[src/rtl/squared_distance_accumulator.sv]
// Sums FEATURE_COUNT consecutive squared differences into one squared Euclidean distance per vector.
// Optional saturating arithmetic and overflow flag when SQUARED_DISTANCE_SATURATE_EN is defined.
module squared_distance_accumulator #(
    parameter int SQUARE_WIDTH  = 22,
    parameter int FEATURE_COUNT = 6,
    parameter int SUM_WIDTH     = 25
) (
    input  logic                    clk,
    input  logic                    reset,
    input  logic [SQUARE_WIDTH-1:0] square,
    input  logic                    new_result,
    input  logic                    flush,
    output logic [SUM_WIDTH-1:0]    distance,
    output logic                    distance_valid,
`ifdef SQUARED_DISTANCE_SATURATE_EN
    output logic                    overflow,
`endif
    output logic                    busy
);

    localparam int INDEX_W = $clog2(FEATURE_COUNT);
    localparam logic [INDEX_W-1:0] LAST_INDEX = INDEX_W'(FEATURE_COUNT - 1);

    logic [SUM_WIDTH-1:0] acc_p0;
    logic [INDEX_W-1:0]   index_p0;
    logic [SUM_WIDTH-1:0] square_ext;
    logic [SUM_WIDTH-1:0] sum_next;
    logic                 accept;
    logic                 last;

    assign square_ext = SUM_WIDTH'(square);
    assign accept     = new_result && !flush;
    assign last       = (index_p0 == LAST_INDEX);
    assign busy       = (index_p0 != '0);

`ifdef SQUARED_DISTANCE_SATURATE_EN
    logic add_sat;
    logic sat_seen_p0;

    // Clamp to all-ones on carry out; MSB of the result reports the clamp.
    function automatic logic [SUM_WIDTH:0] sat_add(input logic [SUM_WIDTH-1:0] a,
                                                   input logic [SUM_WIDTH-1:0] b);
        logic [SUM_WIDTH:0] wide;
        wide = {1'b0, a} + {1'b0, b};
        if (wide[SUM_WIDTH])
            return {1'b1, {SUM_WIDTH{1'b1}}};
        return wide;
    endfunction

    assign {add_sat, sum_next} = sat_add(acc_p0, square_ext);

    always_ff @(posedge clk or negedge reset) begin
        if (!reset) begin
            sat_seen_p0 <= 1'b0;
            overflow    <= 1'b0;
        end else begin
            overflow <= 1'b0;
            if (flush) begin
                sat_seen_p0 <= 1'b0;
            end else if (new_result) begin
                if (last) begin
                    overflow    <= sat_seen_p0 | add_sat;
                    sat_seen_p0 <= 1'b0;
                end else begin
                    sat_seen_p0 <= sat_seen_p0 | add_sat;
                end
            end
        end
    end
`else
    assign sum_next = acc_p0 + square_ext;
`endif

    // ---- accumulate stage -> registered distance output ----
    always_ff @(posedge clk or negedge reset) begin
        if (!reset) begin
            acc_p0         <= '0;
            index_p0       <= '0;
            distance       <= '0;
            distance_valid <= 1'b0;
        end else begin
            distance_valid <= 1'b0;
            if (flush) begin
                acc_p0   <= '0;
                index_p0 <= '0;
            end else if (accept) begin
                if (last) begin
                    distance       <= sum_next;
                    distance_valid <= 1'b1;
                    acc_p0         <= '0;
                    index_p0       <= '0;
                end else begin
                    acc_p0   <= sum_next;
                    index_p0 <= index_p0 + INDEX_W'(1);
                end
            end
        end
    end

endmodule

[config.mk]
export PLATFORM = sky130hd
export DESIGN_NAME = squared_distance_accumulator
export DESIGN_NICKNAME = d
export VERILOG_FILES = /design/src/rtl/squared_distance_accumulator.sv
export SDC_FILE = /design/constraint.sdc
export NUM_CORES = 1
export LEC_CHECK = 0
export ABC_AREA = 1
export ABC_CLOCK_PERIOD_IN_PS = 2310
export BUFFER_PORTS_ARGS = -buffer_cell sky130_fd_sc_hd__buf_2
export CAP_MARGIN = 20
export CORE_MARGIN = 5
export CORE_UTILIZATION = 40
export DETAILED_ROUTE_END_ITERATION = 7
export HOLD_SLACK_MARGIN = 0.08
export SYNTH_ARGS = -nofsm -noshare
export SYNTH_HDL_FRONTEND = slang
export SYNTH_SLANG_ARGS = --single-unit
[constraint.sdc]
create_clock -name clk -period 2.31 [get_ports clk]
set_clock_uncertainty 0.2 [all_clocks]
set_input_delay 0.3465 -clock clk [delete_from_list [all_inputs] [get_ports clk]]
set_output_delay 0.3465 -clock clk [all_outputs]
set_load 0.05 [all_outputs]
After elaboration in Yosys (flattened, before gate mapping). Index checks and enable logic that the tools add are counted.

Bits in registers: 54. Bits in latches: 0. Bits in writable memories: 0. ROM bits: 0. Input bits: 26. Output and inout bits: 27. Logic and storage cells: 22. Memories kept: 0.

Add/subtract/negate cells: 2. Multipliers: 0. Divide/modulo/power cells: 0. Magnitude comparators: 0. Equal/unequal tests: 1. Shift operators: 0. Mux-type cells: 9. Bitwise gates (word level): 1. Reduce and logical (&&, ||, !) cells: 5.

Operator list (count): two-way mux 25 bit (3); adder 25 x 22 -> 25 bit (1); two-way mux 3 bit (3); adder 3 x 1 -> 3 bit, second input constant (1); == test 3 bit, second input constant (1); two-way mux 1 bit (3); AND reduction 3 bit (1); nonzero test 3 bit (1); nonzero test 2 bit (1); logical AND 1 bit (1); logical NOT 1 bit (1); inverter 1 bit (1).

Logic depth before layout (Yosys ltp). Gate-level depths: netlist of run 1.

Depth in word-level cells: 4. Depth in mapped cells: 13. Gate-level depth less buffers: 13.

Worst setup path before layout of run 1. OpenSTA, ideal clock, no wires.

Kind: input to register. Start: in square[0]. End: reg distance[20]. Library setup time: 118 ps. Data arrival time: 1614 ps. Data required time: 1992 ps. Path slack: 378 ps. Stages on the path: 12. Path buffers: 0. Cell sequence: ha_1 > inv_1 > fa_1 > inv_1 > nand2_1 > nand2_1 > and2_1 > nand3b_1 > nand3_1 > nand2_1 > nand3_1 > nand2_1.

Longest elaborated chain between the ends: 1.

RTL lines: start: declaration (line 10) `input logic [SQUARE_WIDTH-1:0] square,`; adder 25 x 22 -> 25 bit (line 71) `assign sum_next = acc_p0 + square_ext;`; end signal: assignment (line 88) `distance <= sum_next;`; end: declaration (line 13) `output logic [SUM_WIDTH-1:0] distance,`.

Every way passes these cells. A chain may end at the register's enable or synchronous reset.

Final worst setup path of run 1.
Start: reg acc_p0[11]. End: reg distance[13].

Longest elaborated chain between the ends: 1.

RTL lines: start: declaration (line 24) `logic [SUM_WIDTH-1:0] acc_p0;`; start signal: assignment (line 93) `acc_p0 <= sum_next;`; adder 25 x 22 -> 25 bit (line 71).

Every way passes these cells.

==> tab_implementation.tex, run 1 <==
\begin{tabular}{lr}
\hline
Metric & Value \\
\hline
\multicolumn{2}{l}{\textbf{Critical path}} \\
Endpoint class of the critical path & flip-flop \\
Data arrival time at the worst-slack endpoint & 2.12 ns \\
Startpoint types & flip-flop \\
Largest fanout on the critical path & 5 \\
CP required & approximately 2.3 ns \\
Worst setup path class & flip-flop to flip-flop \\
\multicolumn{2}{l}{\textbf{Global route}} \\
Congestion Overflow GR & 0 \\
Overall fraction of global-route tracks in use & 18.3\% \\
Wire length of the first global-routing pass & 17.1 mm \\
Antenna violations before repair & 0 \\
Largest net degree at the start of global routing & 26 \\
Number of global-route vias before repair & 3543 \\
\multicolumn{2}{l}{\textbf{Detailed routing}} \\
Router iterations before antenna repair & 4 \\
Detail-routed net length per standard cell & 13.1 um \\
Aggregate routed wire length & 10.2 mm \\
Starting DRC count in detailed routing & 145 \\
Total number of vias & 3674 \\
DRC viols & 0 \\
Routed vias/inst & about 4.7 \\
Remaining antenna violation count after routing & 0 \\
\multicolumn{2}{l}{\textbf{Floorplanning}} \\
Initial standard-cell utilization of the core & 41.3\% \\
Total Die Area & 0.0116 mm\^{}2 \\
Number of ports placed on the die boundary & between 50 and 60 \\
FP Rows & 35 \\
X dimension of the die & approximately 110 um \\
Core ar. & slightly above 0.009 mm\^{}2 \\
Chip height & $\sim$110 um \\
\multicolumn{2}{l}{\textbf{Worst hold path}} \\
Worst hold path type & primary input to flip-flop \\
\multicolumn{2}{l}{\textbf{STA}} \\
Max Fclk & 475 MHz \\
Period Utilization, post-route & 91.2\% \\
Slew at the pin closest to its max-slew limit & about 0.38 ns \\
Setup\_tns & 0 ns \\
Max-slew violation count & 0 \\
Final Hold Violating Endpoints & 0 \\
Final setup violation count & 0 \\
Setup repair after global routing missed its margin & no \\
Relative max-transition margin & 74.5\% \\
Period minus WS final & 2.11 ns \\
\multicolumn{2}{l}{\textbf{Pwr}} \\
Power density relative to cell area & 641 mW/mm\^{}2 \\
Maximum ir drop on the vdd rail & 0.228 mV \\
Leak Pwr & 2.62 nW \\
\multicolumn{2}{l}{\textbf{Place}} \\
Input/output buffers & 52 \\
Sum of net half-perimeters after detailed placement & 8.03 mm \\
Placer congestion estimate & $\sim$0.9 \\
\multicolumn{2}{l}{\textbf{Synth}} \\
Ys Warns & 0 \\
Share of the yosys chip area belonging to registers & a little over a third \\
Number of synthesized register bits & 54 \\
Leading post-synthesis cells by cell area & sky130\_fd\_sc\_hd\_\_dfrtp\_1 35\%, sky130\_fd\_sc\_hd\_\_nand2\_1 25\%, sky130\_fd\_sc\_hd\_\_inv\_1 9.3\% \\
Number of cells produced by synthesis & 586 \\
Post-synthesis instance area & around 0.0038 mm\^{}2 \\
Post-synth top area cell & sky130\_fd\_sc\_hd\_\_dfrtp\_1 \\
Post-synthesis net count & approximately 640 \\
Mean cell area of the mapped netlist & approximately 6.5 um\^{}2 \\
Distinct cell type count of the synthesized netlist & 29 \\
Share of Yosys cell area claimed by the top area cell type & 35.2\% \\
\multicolumn{2}{l}{\textbf{Finish}} \\
Leading cell type in the layout, fill and taps excluded & sky130\_fd\_sc\_hd\_\_nand2\_1 \\
Final core utilization & a little under half \\
Ratio of cells with drive above 1 in the final layout & between 10\% and 20\% \\
Ant diodes & 0 \\
Post-synthesis to final-layout area growth & 14.7\% \\
Leading cell types in the layout, fill and taps excluded & 256 x sky130\_fd\_sc\_hd\_\_nand2\_1, 94 x sky130\_fd\_sc\_hd\_\_inv\_1, 54 x sky130\_fd\_sc\_hd\_\_dfrtp\_1 \\
Fill cell total of the finished layout & 1018 \\
Multi-input gate area & 0.00208 mm\^{}2 \\
Flip-flop and latch area & 0.00135 mm\^{}2 \\
Fin nets & 695 \\
\multicolumn{2}{l}{\textbf{CTS}} \\
Clock transition time at the flip-flop clock pins of the worst setup and hold paths & $\sim$0.10 ns \\
Clock sinks & 54 \\
Setup Fix Bufs, Post-CTS & 0 \\
CTS tree & yes \\
Worst-skew pair later-pin latency & 0.31 ns \\
Number of buffers created by CTS & 5 \\
Clock tree buffer depth & 2 \\
H-Tree Level Count & 2 \\
Clk Tree Root Cell & sky130\_fd\_sc\_hd\_\_clkbuf\_8 \\
\multicolumn{2}{l}{\textbf{Flow run}} \\
Max-capacitance violation count & 0 \\
\multicolumn{2}{l}{\textbf{Status}} \\
Run status & finished clean \\
\hline
\end{tabular}
-- power breakdown --
part,switching [mW],internal (mW)
Sequential,0.0554,1.04
Combinational,0.743,0.334
Clock,0.324,0.325
-- sequential cells by signal, summed over array words and instances, names as in the netlist --
name / count
index_p0: 3
distance: 25
acc_p0: 25
distance_valid: 1
-- synthesized netlist by cell type --
cell,number
sky130_fd_sc_hd__inv_2,3
sky130_fd_sc_hd__and2_1,2
sky130_fd_sc_hd__nor2_2,6
sky130_fd_sc_hd__nand2_2,1
sky130_fd_sc_hd__nand2_1,256
sky130_fd_sc_hd__or2_2,2
sky130_fd_sc_hd__dfrtp_1,54
sky130_fd_sc_hd__clkbuf_1,2
sky130_fd_sc_hd__or2_1,1
sky130_fd_sc_hd__xor2_1,1
sky130_fd_sc_hd__nand3_1,52
sky130_fd_sc_hd__o22ai_1,3
sky130_fd_sc_hd__nor3_1,1
sky130_fd_sc_hd__buf_4,1
sky130_fd_sc_hd__nand4_1,6
sky130_fd_sc_hd__fa_1,1
sky130_fd_sc_hd__a21oi_1,13
sky130_fd_sc_hd__ha_1,22
sky130_fd_sc_hd__buf_6,2
sky130_fd_sc_hd__nor2_1,26
sky130_fd_sc_hd__xnor2_1,7
sky130_fd_sc_hd__inv_1,95
sky130_fd_sc_hd__nor2_8,1
sky130_fd_sc_hd__o21ai_1,10
sky130_fd_sc_hd__nor2_4,2
sky130_fd_sc_hd__o21ai_0,6
sky130_fd_sc_hd__buf_2,2
sky130_fd_sc_hd__a22o_1,1
sky130_fd_sc_hd__nand3b_1,7
-- layer usage --
layer | GRT usage, % | part of all wire (%) | routed length [um]
met4 | 4.51 | 1.1 | 114
met3 | 2.69 | 4.4 | 449
met5 | 0 | 0 | 0
met1 | 25.1 | 49 | 4960
met2 | 30.5 | 46 | 4650
-- timing repair --
action / 4_1_cts / 5_1_grt
endpoints found under the setup margin: 0 / 9
resized for setup: 0 / 4
hold endpoints to repair: 15 / 0
hold buffers: 1 / 0
-- kinds of logic after synthesis --
logic type                 share of synthesized area (%)
AOI/OAI and AO/OA                                   4.50
xor gates and xnor gates                            1.83
adders and majority gates                           7.70
buffers and inverters                               10.8
DFF                                                 35.2
and+or+nand+nor                                     39.9
-- worst paths after layout --
kind                              start           end  slack [ns]  cells after the start
min                               flush   index_p0[2]        0.11                      4
max reg2reg                  acc_p0[11]  distance[13]        0.20                     10
min reg2reg                distance[15]  distance[15]        0.28                      2
min in group asynchronous         reset   distance[8]        0.29                      2
max in group asynchronous         reset    acc_p0[19]        1.00                      3
max                          acc_p0[11]  distance[13]        0.20                     10
-- area by class of cell --
cell class / instances / area share, %
flip-flops and latches: 54 / 30.7
repair buffers: 60 / 7.62
clock buffers: 7 / 1.73
well taps: 129 / 3.67
inverters: 98 / 8.36
clock inverters: 1 / 0.683
multi-input cells: 427 / 47.2
-- worst max-delay path: stages, from the launching register on --
cell	delay, ns
sky130_fd_sc_hd__dfrtp_1	0.40
sky130_fd_sc_hd__ha_1	0.36
sky130_fd_sc_hd__nand2_1	0.14
sky130_fd_sc_hd__nor2_1	0.27
sky130_fd_sc_hd__nand2_1	0.10
sky130_fd_sc_hd__nand2_1	0.11
sky130_fd_sc_hd__inv_1	0.07
sky130_fd_sc_hd__nand3_1	0.08
sky130_fd_sc_hd__nand2_1	0.13
sky130_fd_sc_hd__nand2_1	0.10
sky130_fd_sc_hd__nand2_1	0.05
-- metrics by stage --
| step | area (um^2) | power (mW) | worst slack, ns | hold slack (ns) | std cells |
|---|---|---|---|---|---|
| 4_1_cts | 4390 | 2.84 | 0.138 | 0.102 | 776 |
| 3_5_place_dp | 4280 | 2.18 | 0.0542 | 0.0865 | 767 |
| 2_1_floorplan | 3840 | 1.89 | 0.378 | -0.149 | 586 |
| 6_report | 4400 | 2.82 | 0.203 | 0.112 | 776 |
| 5_1_grt | 4400 | 3.02 | 0.0136 | 0.146 | 776 |
| 3_3_place_gp | 4280 | 2.17 | 0.107 | 0.0909 | 767 |
(Power assumes the default switching activity.)
==> inputs of run 2 (changes only) <==
CORE_UTILIZATION = 55   (was 40)
CTS_CLUSTER_SIZE = 30   (was not set)
GPL_TIMING_DRIVEN = 0   (was not set)
PLACE_DENSITY = 0.77   (was not set)
==> run 2 against run 1 <==
  * Setup slack got worse by 0.11 ns
  * Largest cell class unchanged
  * Routed wire length fell by 3.2%
  * Critical endpoint is now distance[24]
  * Largest power group unchanged
  * Sequential cell count stayed put
==> tab_implementation.tex, run 2 (same netlist as run 1, synthesis figures left out) <==
\begin{tabular}{lr}
\hline
Metric & Value \\
\hline
\multicolumn{2}{l}{\textbf{Status}} \\
Run status & finished clean \\
\multicolumn{2}{l}{\textbf{Critical path}} \\
Depth of the most critical reg-to-reg path & 13 (+3) \\
R2R Path End & distance[24] \\
Endpoint class of the critical path & flip-flop \\
Largest fanout on the critical path & 4 (-1) \\
Startpoint types & flip-flop \\
CP required & 2.31 ns (-0.02 ns) \\
Data arrival time at the worst-slack endpoint & 2.22 ns (+0.10 ns) \\
Worst setup path class & flip-flop to flip-flop \\
Reg-to-reg critical path startpoint & acc\_p0[0] \\
Reg-to-reg setup timing slack & 0.1 ns (-0.11 ns) \\
\multicolumn{2}{l}{\textbf{Pwr}} \\
Power density relative to cell area & 618 mW/mm\^{}2 (-3.6\%) \\
Leak Pwr & 2.60 nW (-0.58\%) \\
Maximum ir drop on the vdd rail & 0.326 mV (+43\%) \\
\multicolumn{2}{l}{\textbf{Flow run}} \\
Max-capacitance violation count & 0 (unchanged) \\
\multicolumn{2}{l}{\textbf{CTS}} \\
H-Tree Level Count & 2 (unchanged) \\
Clock transition time at the flip-flop clock pins of the worst setup and hold paths & 0.10 ns (about the same) \\
Clock sinks & 54 (unchanged) \\
Worst-skew pair later-pin latency & 0.31 ns (about the same) \\
Clk Tree Root Cell & sky130\_fd\_sc\_hd\_\_clkbuf\_8 \\
Clock tree buffer depth & 2 (unchanged) \\
CTS tree & yes \\
Number of buffers created by CTS & 5 (unchanged) \\
\multicolumn{2}{l}{\textbf{Detailed routing}} \\
Starting DRC count in detailed routing & 183 (+26\%) \\
DRC viols & 0 (unchanged) \\
Router iterations before antenna repair & 4 (unchanged) \\
Total number of vias & 3641 (-0.90\%) \\
Routed vias/inst & 4.89 (+3.4\%) \\
Detail-routed net length per standard cell & 13.2 um (+1.0\%) \\
Aggregate routed wire length & 9.86 mm (-3.2\%) \\
Remaining antenna violation count after routing & 0 (unchanged) \\
\multicolumn{2}{l}{\textbf{Finish}} \\
Leading cell types in the layout, fill and taps excluded & 256 x sky130\_fd\_sc\_hd\_\_nand2\_1, 94 x sky130\_fd\_sc\_hd\_\_inv\_1, 54 x sky130\_fd\_sc\_hd\_\_buf\_2, 54 x sky130\_fd\_sc\_hd\_\_dfrtp\_1, 52 x sky130\_fd\_sc\_hd\_\_nand3\_1 \\
Leading registers by flop count & acc\_p0: 25 flops, distance: 25 flops, index\_p0: 3 flops \\
Ratio of cells with drive above 1 in the final layout & 13.0\% (-0.020 points) \\
Post-synthesis to final-layout area growth & 13.2\% \\
Fin nets & 697 (+0.29\%) \\
Ant diodes & 0 (unchanged) \\
Leading cell type in the layout, fill and taps excluded & sky130\_fd\_sc\_hd\_\_nand2\_1 \\
Final core utilization & 63.9\% (+17 points) \\
\multicolumn{2}{l}{\textbf{Floorplanning}} \\
Initial standard-cell utilization of the core & 56.5\% (+15 points) \\
Total Die Area & 0.00875 mm\^{}2 (-25\%) \\
Core ar. & 0.00679 mm\^{}2 (-27\%) \\
X dimension of the die & 93.5 um (-13\%) \\
Number of ports placed on the die boundary & 53 (unchanged) \\
Chip height & 93.5 um (-13\%) \\
FP Rows & 30 (-14\%) \\
\multicolumn{2}{l}{\textbf{STA}} \\
Period Utilization, post-route & 95.8\% (+4.6 points) \\
Relative max-transition margin & 58.5\% (-16 points) \\
Max Fclk & 452 MHz (-4.8\%) \\
Period minus WS final & 2.21 ns (+0.105 ns) \\
Worst slack on hold paths & 0.116 ns (+0.00378 ns) \\
Slew at the pin closest to its max-slew limit & 0.623 ns (+0.239 ns) \\
Max-slew violation count & 0 (unchanged) \\
Setup repair after global routing missed its margin & no \\
Final Hold Violating Endpoints & 0 (unchanged) \\
Final setup violation count & 0 (unchanged) \\
Setup\_tns & 0 ns (unchanged) \\
\multicolumn{2}{l}{\textbf{Global route}} \\
Antenna violations before repair & 0 (unchanged) \\
Wire length of the first global-routing pass & 16.6 mm (-2.5\%) \\
Overall fraction of global-route tracks in use & 24.1\% (+5.8 points) \\
Congestion Overflow GR & 0 (unchanged) \\
Number of global-route vias before repair & 3523 (-0.56\%) \\
Largest net degree at the start of global routing & 30 (+15\%) \\
\multicolumn{2}{l}{\textbf{Place}} \\
Sum of net half-perimeters after detailed placement & 7.95 mm (-1.0\%) \\
Placer congestion estimate & 0.971 (+5.8\%) \\
Input/output buffers & 52 (unchanged) \\
\multicolumn{2}{l}{\textbf{Worst hold path}} \\
Hold path endpoint & index\_p0[2] \\
Hold Crit Depth & 4 (unchanged) \\
Hold path start & flush \\
Worst hold path type & primary input to flip-flop \\
\hline
\end{tabular}
==> run 2: timing repair <==
item | in CTS | in global routing
pin swaps | 0 | 1
resized for setup | 1 | 3
hold buffers | 1 | 0
setup endpoints to repair | 1 | 8
setup buffers | 0 | 1
hold endpoints to repair | 25 | 0
==> run 2: critical path: stages, from the launching register on <==
cell,delay [ns]
sky130_fd_sc_hd__dfrtp_1,0.36
sky130_fd_sc_hd__ha_2,0.21
sky130_fd_sc_hd__inv_1,0.06
sky130_fd_sc_hd__fa_2,0.36
sky130_fd_sc_hd__inv_2,0.09
sky130_fd_sc_hd__nand2_1,0.06
sky130_fd_sc_hd__nand2_1,0.08
sky130_fd_sc_hd__nand3_1,0.10
sky130_fd_sc_hd__nand2_2,0.14
sky130_fd_sc_hd__nand2_1,0.13
sky130_fd_sc_hd__nand3_1,0.11
sky130_fd_sc_hd__nand2_1,0.07
sky130_fd_sc_hd__nand3_1,0.09
sky130_fd_sc_hd__nand2_1,0.06
==> run 2: how the worst max path moves through the flow <==
stage | slack, ns | startpoint | cells after the start | endpoint
finish | 0.1 | acc_p0[0] | 13 | distance[24]
global route | 0.02 | acc_p0[0] | 13 | distance[16]
CTS | 0.02 | acc_p0[0] | 13 | distance[24]
detailed placement | -0.07 | square[0] | 14 | distance[24]
global placement | -0.05 | square[0] | 14 | distance[24]
floorplan | 0.38 | square[0] | 12 | distance[20]
==> run 2: power breakdown <==
part           switching [mW]  internal (mW)  total, mW
registers              0.0535           1.04       1.09
logic                   0.734          0.337       1.07
clock network           0.312          0.209      0.521
==> run 2: layout make-up <==
| class | instances | area, um^2 |
|---|---|---|
| inverter | 98 | 368 |
| multi-input combinational | 427 | 2080 |
| timing repair buffer | 55 | 298 |
| clock buffer | 6 | 72.6 |
| tap | 96 | 120 |
| clock inverter | 1 | 7.51 |
| sequential | 54 | 1350 |
| buffer | 7 | 47.5 |
| fill | 660 | 2450 |
==> run 2: metrics by stage <==
stage	setup WS [ns]	area, um^2	std cells	power, mW
after floorplan	0.378	3840	586	1.89
after global placement	-0.0542	4220	734	2.15
after detailed placement	-0.0707	4240	735	2.16
after CTS	0.0174	4330	743	2.69
after global routing	0.0186	4340	744	2.89
final	0.0977	4340	744	2.68
==> run 2: routing by layer <==
layer	GRT usage (%)	share of wire, %	up-vias
li1	-	-	1924
met1	34.5	51	1646
met2	39.1	45	63
met3	3.14	3.5	8
met4	4.88	0.86	0
met5	0	0	-
==> inputs of run 3 (changes only) <==
ABC_AREA = not set   (was 1)
PLACE_DENSITY = 0.78   (was 0.77)
==> run 3 against run 2 <==
  * The run now ends with setup timing left
  * Non-clock buffer count increased by 28
  * Power increased by 16%
  * Global-route usage decreased by 1.9 points
  * Critical path type unchanged
  * Largest cell class unchanged
  * Largest power group is now combinational cells
==> tab_implementation.tex, run 3 <==
\begin{tabular}{lr}
\hline
Metric & Value \\
\hline
\multicolumn{2}{l}{\textbf{STA}} \\
PnR worst setup slack & -0.294 ns (-0.392 ns) \\
Final Hold Violating Endpoints & 0 (unchanged) \\
Max-slew violation count & 0 (unchanged) \\
Period Utilization, post-route & 113\% (+17 points) \\
Period minus WS final & 2.60 ns (+0.392 ns) \\
Max Fclk & 384 MHz (-15\%) \\
Setup repair after global routing missed its margin & yes \\
Slew at the pin closest to its max-slew limit & 0.609 ns (-0.0137 ns) \\
Final setup violation count & 23 (+23) \\
Relative max-transition margin & 59.4\% (+0.92 points) \\
\multicolumn{2}{l}{\textbf{Critical path}} \\
Cells along the critical path & ha\_4, inv\_2, fa\_2, nand2b\_4, a21oi\_4, o21ai\_4, a31oi\_4, nor2\_4, o31ai\_2, xor2\_1, mux2\_4 \\
Data arrival time at the worst-slack endpoint & 2.66 ns (+0.44 ns) \\
Startpoint types & flip-flop \\
Largest fanout on the critical path & 4 (unchanged) \\
Buf+Inv Stages, Crit Path & 1 (-1) \\
Endpoint class of the critical path & flip-flop \\
Worst setup path class & flip-flop to flip-flop \\
Largest delay share family, worst path & compound AO/OA/AOI/OAI gates \\
CP required & 2.36 ns (+0.05 ns) \\
Critical Path Slowest Stage Cell & sky130\_fd\_sc\_hd\_\_dfrtp\_1 \\
Peak per-stage delay on the critical path & 0.40 ns (+0.04 ns) \\
Reg-to-reg setup timing slack & -0.29 ns (-0.39 ns) \\
\multicolumn{2}{l}{\textbf{Detailed routing}} \\
Aggregate routed wire length & 8.53 mm (-13\%) \\
Routed vias/inst & 5.70 (+17\%) \\
Detail-routed net length per standard cell & 16.8 um (+26\%) \\
Remaining antenna violation count after routing & 0 (unchanged) \\
Router iterations before antenna repair & 4 (unchanged) \\
Starting DRC count in detailed routing & 112 (-39\%) \\
Total number of vias & 2903 (-20\%) \\
DRC viols & 0 (unchanged) \\
\multicolumn{2}{l}{\textbf{CTS}} \\
Clock transition time at the flip-flop clock pins of the worst setup and hold paths & 0.09 ns (about the same) \\
Number of buffers created by CTS & 5 (unchanged) \\
Worst-skew pair later-pin latency & 0.31 ns (about the same) \\
Clock tree buffer depth & 2 (unchanged) \\
H-Tree Level Count & 2 (unchanged) \\
Clk Tree Root Cell & sky130\_fd\_sc\_hd\_\_clkbuf\_8 \\
Clock sinks & 54 (unchanged) \\
CTS tree & yes \\
\multicolumn{2}{l}{\textbf{Synth}} \\
Share of Yosys cell area claimed by the top area cell type & 40.1\% (+4.8 points) \\
Top post-synthesis cells by count & 71 x sky130\_fd\_sc\_hd\_\_nand2\_1, 54 x sky130\_fd\_sc\_hd\_\_dfrtp\_1, 23 x sky130\_fd\_sc\_hd\_\_a21oi\_1, 22 x sky130\_fd\_sc\_hd\_\_ha\_1, 20 x sky130\_fd\_sc\_hd\_\_nor2\_1 \\
Post-synth top area cell & sky130\_fd\_sc\_hd\_\_dfrtp\_1 \\
Leading post-synthesis cells by cell area & sky130\_fd\_sc\_hd\_\_dfrtp\_1 40\%, sky130\_fd\_sc\_hd\_\_ha\_1 8.2\%, sky130\_fd\_sc\_hd\_\_nand2\_1 7.9\% \\
Most frequent cell after synthesis & sky130\_fd\_sc\_hd\_\_nand2\_1 \\
Mean cell area of the mapped netlist & 9.53 um\^{}2 (+46\%) \\
Share of the yosys chip area belonging to registers & 40.1\% (+4.8 points) \\
Top FF cell, synth & sky130\_fd\_sc\_hd\_\_dfrtp\_1 \\
Number of synthesized register bits & 54 (unchanged) \\
Ys Warns & 0 (unchanged) \\
Share of flip-flops with an asynchronous set or reset & 100\% (unchanged) \\
Post-synthesis instance area & 0.00337 mm\^{}2 (-12\%) \\
Number of enable flip-flop cells after synthesis & 0 (unchanged) \\
Distinct cell type count of the synthesized netlist & 59 (+100\%) \\
Number of cells produced by synthesis & 354 (-40\%) \\
Post-synthesis net count & 403 (-37\%) \\
\multicolumn{2}{l}{\textbf{Place}} \\
Placer congestion estimate & 0.853 (-12\%) \\
Input/output buffers & 52 (unchanged) \\
Setup slack after placement & -0.501 ns (-0.430 ns) \\
Sum of net half-perimeters after detailed placement & 5.89 mm (-26\%) \\
\multicolumn{2}{l}{\textbf{Finish}} \\
Fill cell total of the finished layout & 431 (-35\%) \\
Leading cell types in the layout, fill and taps excluded & 70 x sky130\_fd\_sc\_hd\_\_nand2\_1, 54 x sky130\_fd\_sc\_hd\_\_dfrtp\_1, 53 x sky130\_fd\_sc\_hd\_\_buf\_2 \\
Ant diodes & 0 (unchanged) \\
Fin nets & 482 (-31\%) \\
Leading registers by flop count & acc\_p0: 25 flops, distance: 25 flops, index\_p0: 3 flops \\
Multi-input gate area & 0.00215 mm\^{}2 (+3.4\%) \\
Ratio of cells with drive above 1 in the final layout & 34.1\% (+21 points) \\
Post-synthesis to final-layout area growth & 29.2\% \\
Leading cell type in the layout, fill and taps excluded & sky130\_fd\_sc\_hd\_\_nand2\_1 \\
Flip-flop and latch area & 0.00135 mm\^{}2 (unchanged) \\
\multicolumn{2}{l}{\textbf{Pwr}} \\
Power density relative to cell area & 717 mW/mm\^{}2 (+16\%) \\
Leak Pwr & 2.14 nW (-18\%) \\
Overall power of the completed layout & 3.13 mW (+16\%) \\
Maximum ir drop on the vdd rail & 0.345 mV (+6.0\%) \\
\multicolumn{2}{l}{\textbf{Global route}} \\
Wire length of the first global-routing pass & 13.6 mm (-18\%) \\
Number of global-route vias before repair & 2922 (-17\%) \\
Congestion Overflow GR & 0 (unchanged) \\
Antenna violations before repair & 0 (unchanged) \\
Overall fraction of global-route tracks in use & 22.2\% (-1.9 points) \\
Largest net degree at the start of global routing & 31 (+3.3\%) \\
\multicolumn{2}{l}{\textbf{Status}} \\
Run status & complete, but fails checks \\
Failing checks & setup timing \\
\multicolumn{2}{l}{\textbf{Floorplanning}} \\
Initial standard-cell utilization of the core & 56.6\% (+0.17 points) \\
Total Die Area & 0.00780 mm\^{}2 (-11\%) \\
X dimension of the die & 88.3 um (-5.6\%) \\
Core ar. & 0.00596 mm\^{}2 (-12\%) \\
FP Rows & 28 (-6.7\%) \\
Chip height & 88.3 um (-5.6\%) \\
Number of ports placed on the die boundary & 53 (unchanged) \\
\multicolumn{2}{l}{\textbf{Worst hold path}} \\
Worst hold path type & primary input to flip-flop \\
\multicolumn{2}{l}{\textbf{Flow run}} \\
Max-capacitance violation count & 0 (unchanged) \\
\hline
\end{tabular}
## run 3: cell types whose count changed in the layout (fill, tap and decap cells not counted), sizes merged, moves of 7 or more
cell and change:
a21o +8, a21oi +13, a22o +18, buf +18, clkbuf +7, inv -91
nand2 -186, nand3 -49, nor2 -14, o21a +7, o21ai +7
## run 3: routing by layer
metal	vias to the layer above	global-route usage [%]	wire length (um)
met1	1399	29.3	3760
met3	13	3.63	421
met4	0	6.59	138
met2	81	37.6	4210
li1	1410	-	-
met5	-	0	0
## run 3: logic make-up after synthesis
kind of cell | after synthesis | synth area share, %
adders and majority gates | 23 | 8.75
muxes | 5 | 1.63
xor gates and xnor gates | 19 | 4.93
AOI/OAI and AO/OA | 108 | 23.4
DFF | 54 | 40.1
buffers and inverters | 25 | 5.38
and+or+nand+nor | 120 | 15.9
## run 3: power by group
part | total [mW] | internal, mW | switching, mW | leakage (nW)
logic | 1.26 | 0.579 | 0.683 | 1.33
registers | 1.08 | 1.02 | 0.0599 | 0.737
clock network | 0.781 | 0.462 | 0.319 | 0.0714
## run 3: what timing repair did
action | in CTS | in global routing
hold buffers | 2 | 0
hold endpoints to repair | 27 | 0
setup endpoints to repair | 24 | 29
gates resized for setup | 25 | 30
pin swaps | 19 | 22
buffers inserted | 10 | 9
## run 3: worst register-to-register path, cell delays in order, from the launching register on
cell                       delay [ns]
sky130_fd_sc_hd__dfrtp_1         0.40
sky130_fd_sc_hd__ha_4            0.15
sky130_fd_sc_hd__inv_2           0.03
sky130_fd_sc_hd__fa_2            0.34
sky130_fd_sc_hd__nand2b_4        0.16
sky130_fd_sc_hd__a21oi_4         0.17
sky130_fd_sc_hd__o21ai_4         0.10
sky130_fd_sc_hd__a31oi_4         0.22
sky130_fd_sc_hd__nor2_4          0.08
sky130_fd_sc_hd__o31ai_2         0.21
sky130_fd_sc_hd__xor2_1          0.29
sky130_fd_sc_hd__mux2_4          0.20
## run 3: area by class of cell
| type | instances | share of cell area, % |
|---|---|---|
| well taps | 75 | 2.15 |
| multi-input cells | 275 | 49.3 |
| clock buffers | 6 | 1.89 |
| plain buffers | 17 | 3.45 |
| clock inverters | 2 | 1.38 |
| repair buffers | 73 | 10.2 |
| inverters | 7 | 0.603 |
| flip-flops and latches | 54 | 31.0 |
## run 3: metrics by stage
step           utilization, %  area [um^2]  std cells  hold slack (ns)  TNS (ns)
6_report                 73.2         4360        509            0.147     -3.53
3_3_place_gp             63.3         3770        481            0.253     -5.70
4_1_cts                  69.8         4160        501            0.137     -2.74
5_1_grt                  73.2         4360        509            0.167     -6.46
2_1_floorplan               -         3420        354           -0.149    -0.164
3_5_place_dp             63.7         3790        482            0.182     -6.39
## run 3: final timing paths
check / startpoint / endpoint / depth (start not counted)
max: acc_p0[0] / distance[18] / 11
min: new_result / index_p0[0] / 3
max reg2reg: acc_p0[0] / distance[18] / 11
min reg2reg: distance[19] / distance[19] / 2
max in group asynchronous: reset / distance[3] / 3
min in group asynchronous: reset / acc_p0[19] / 2
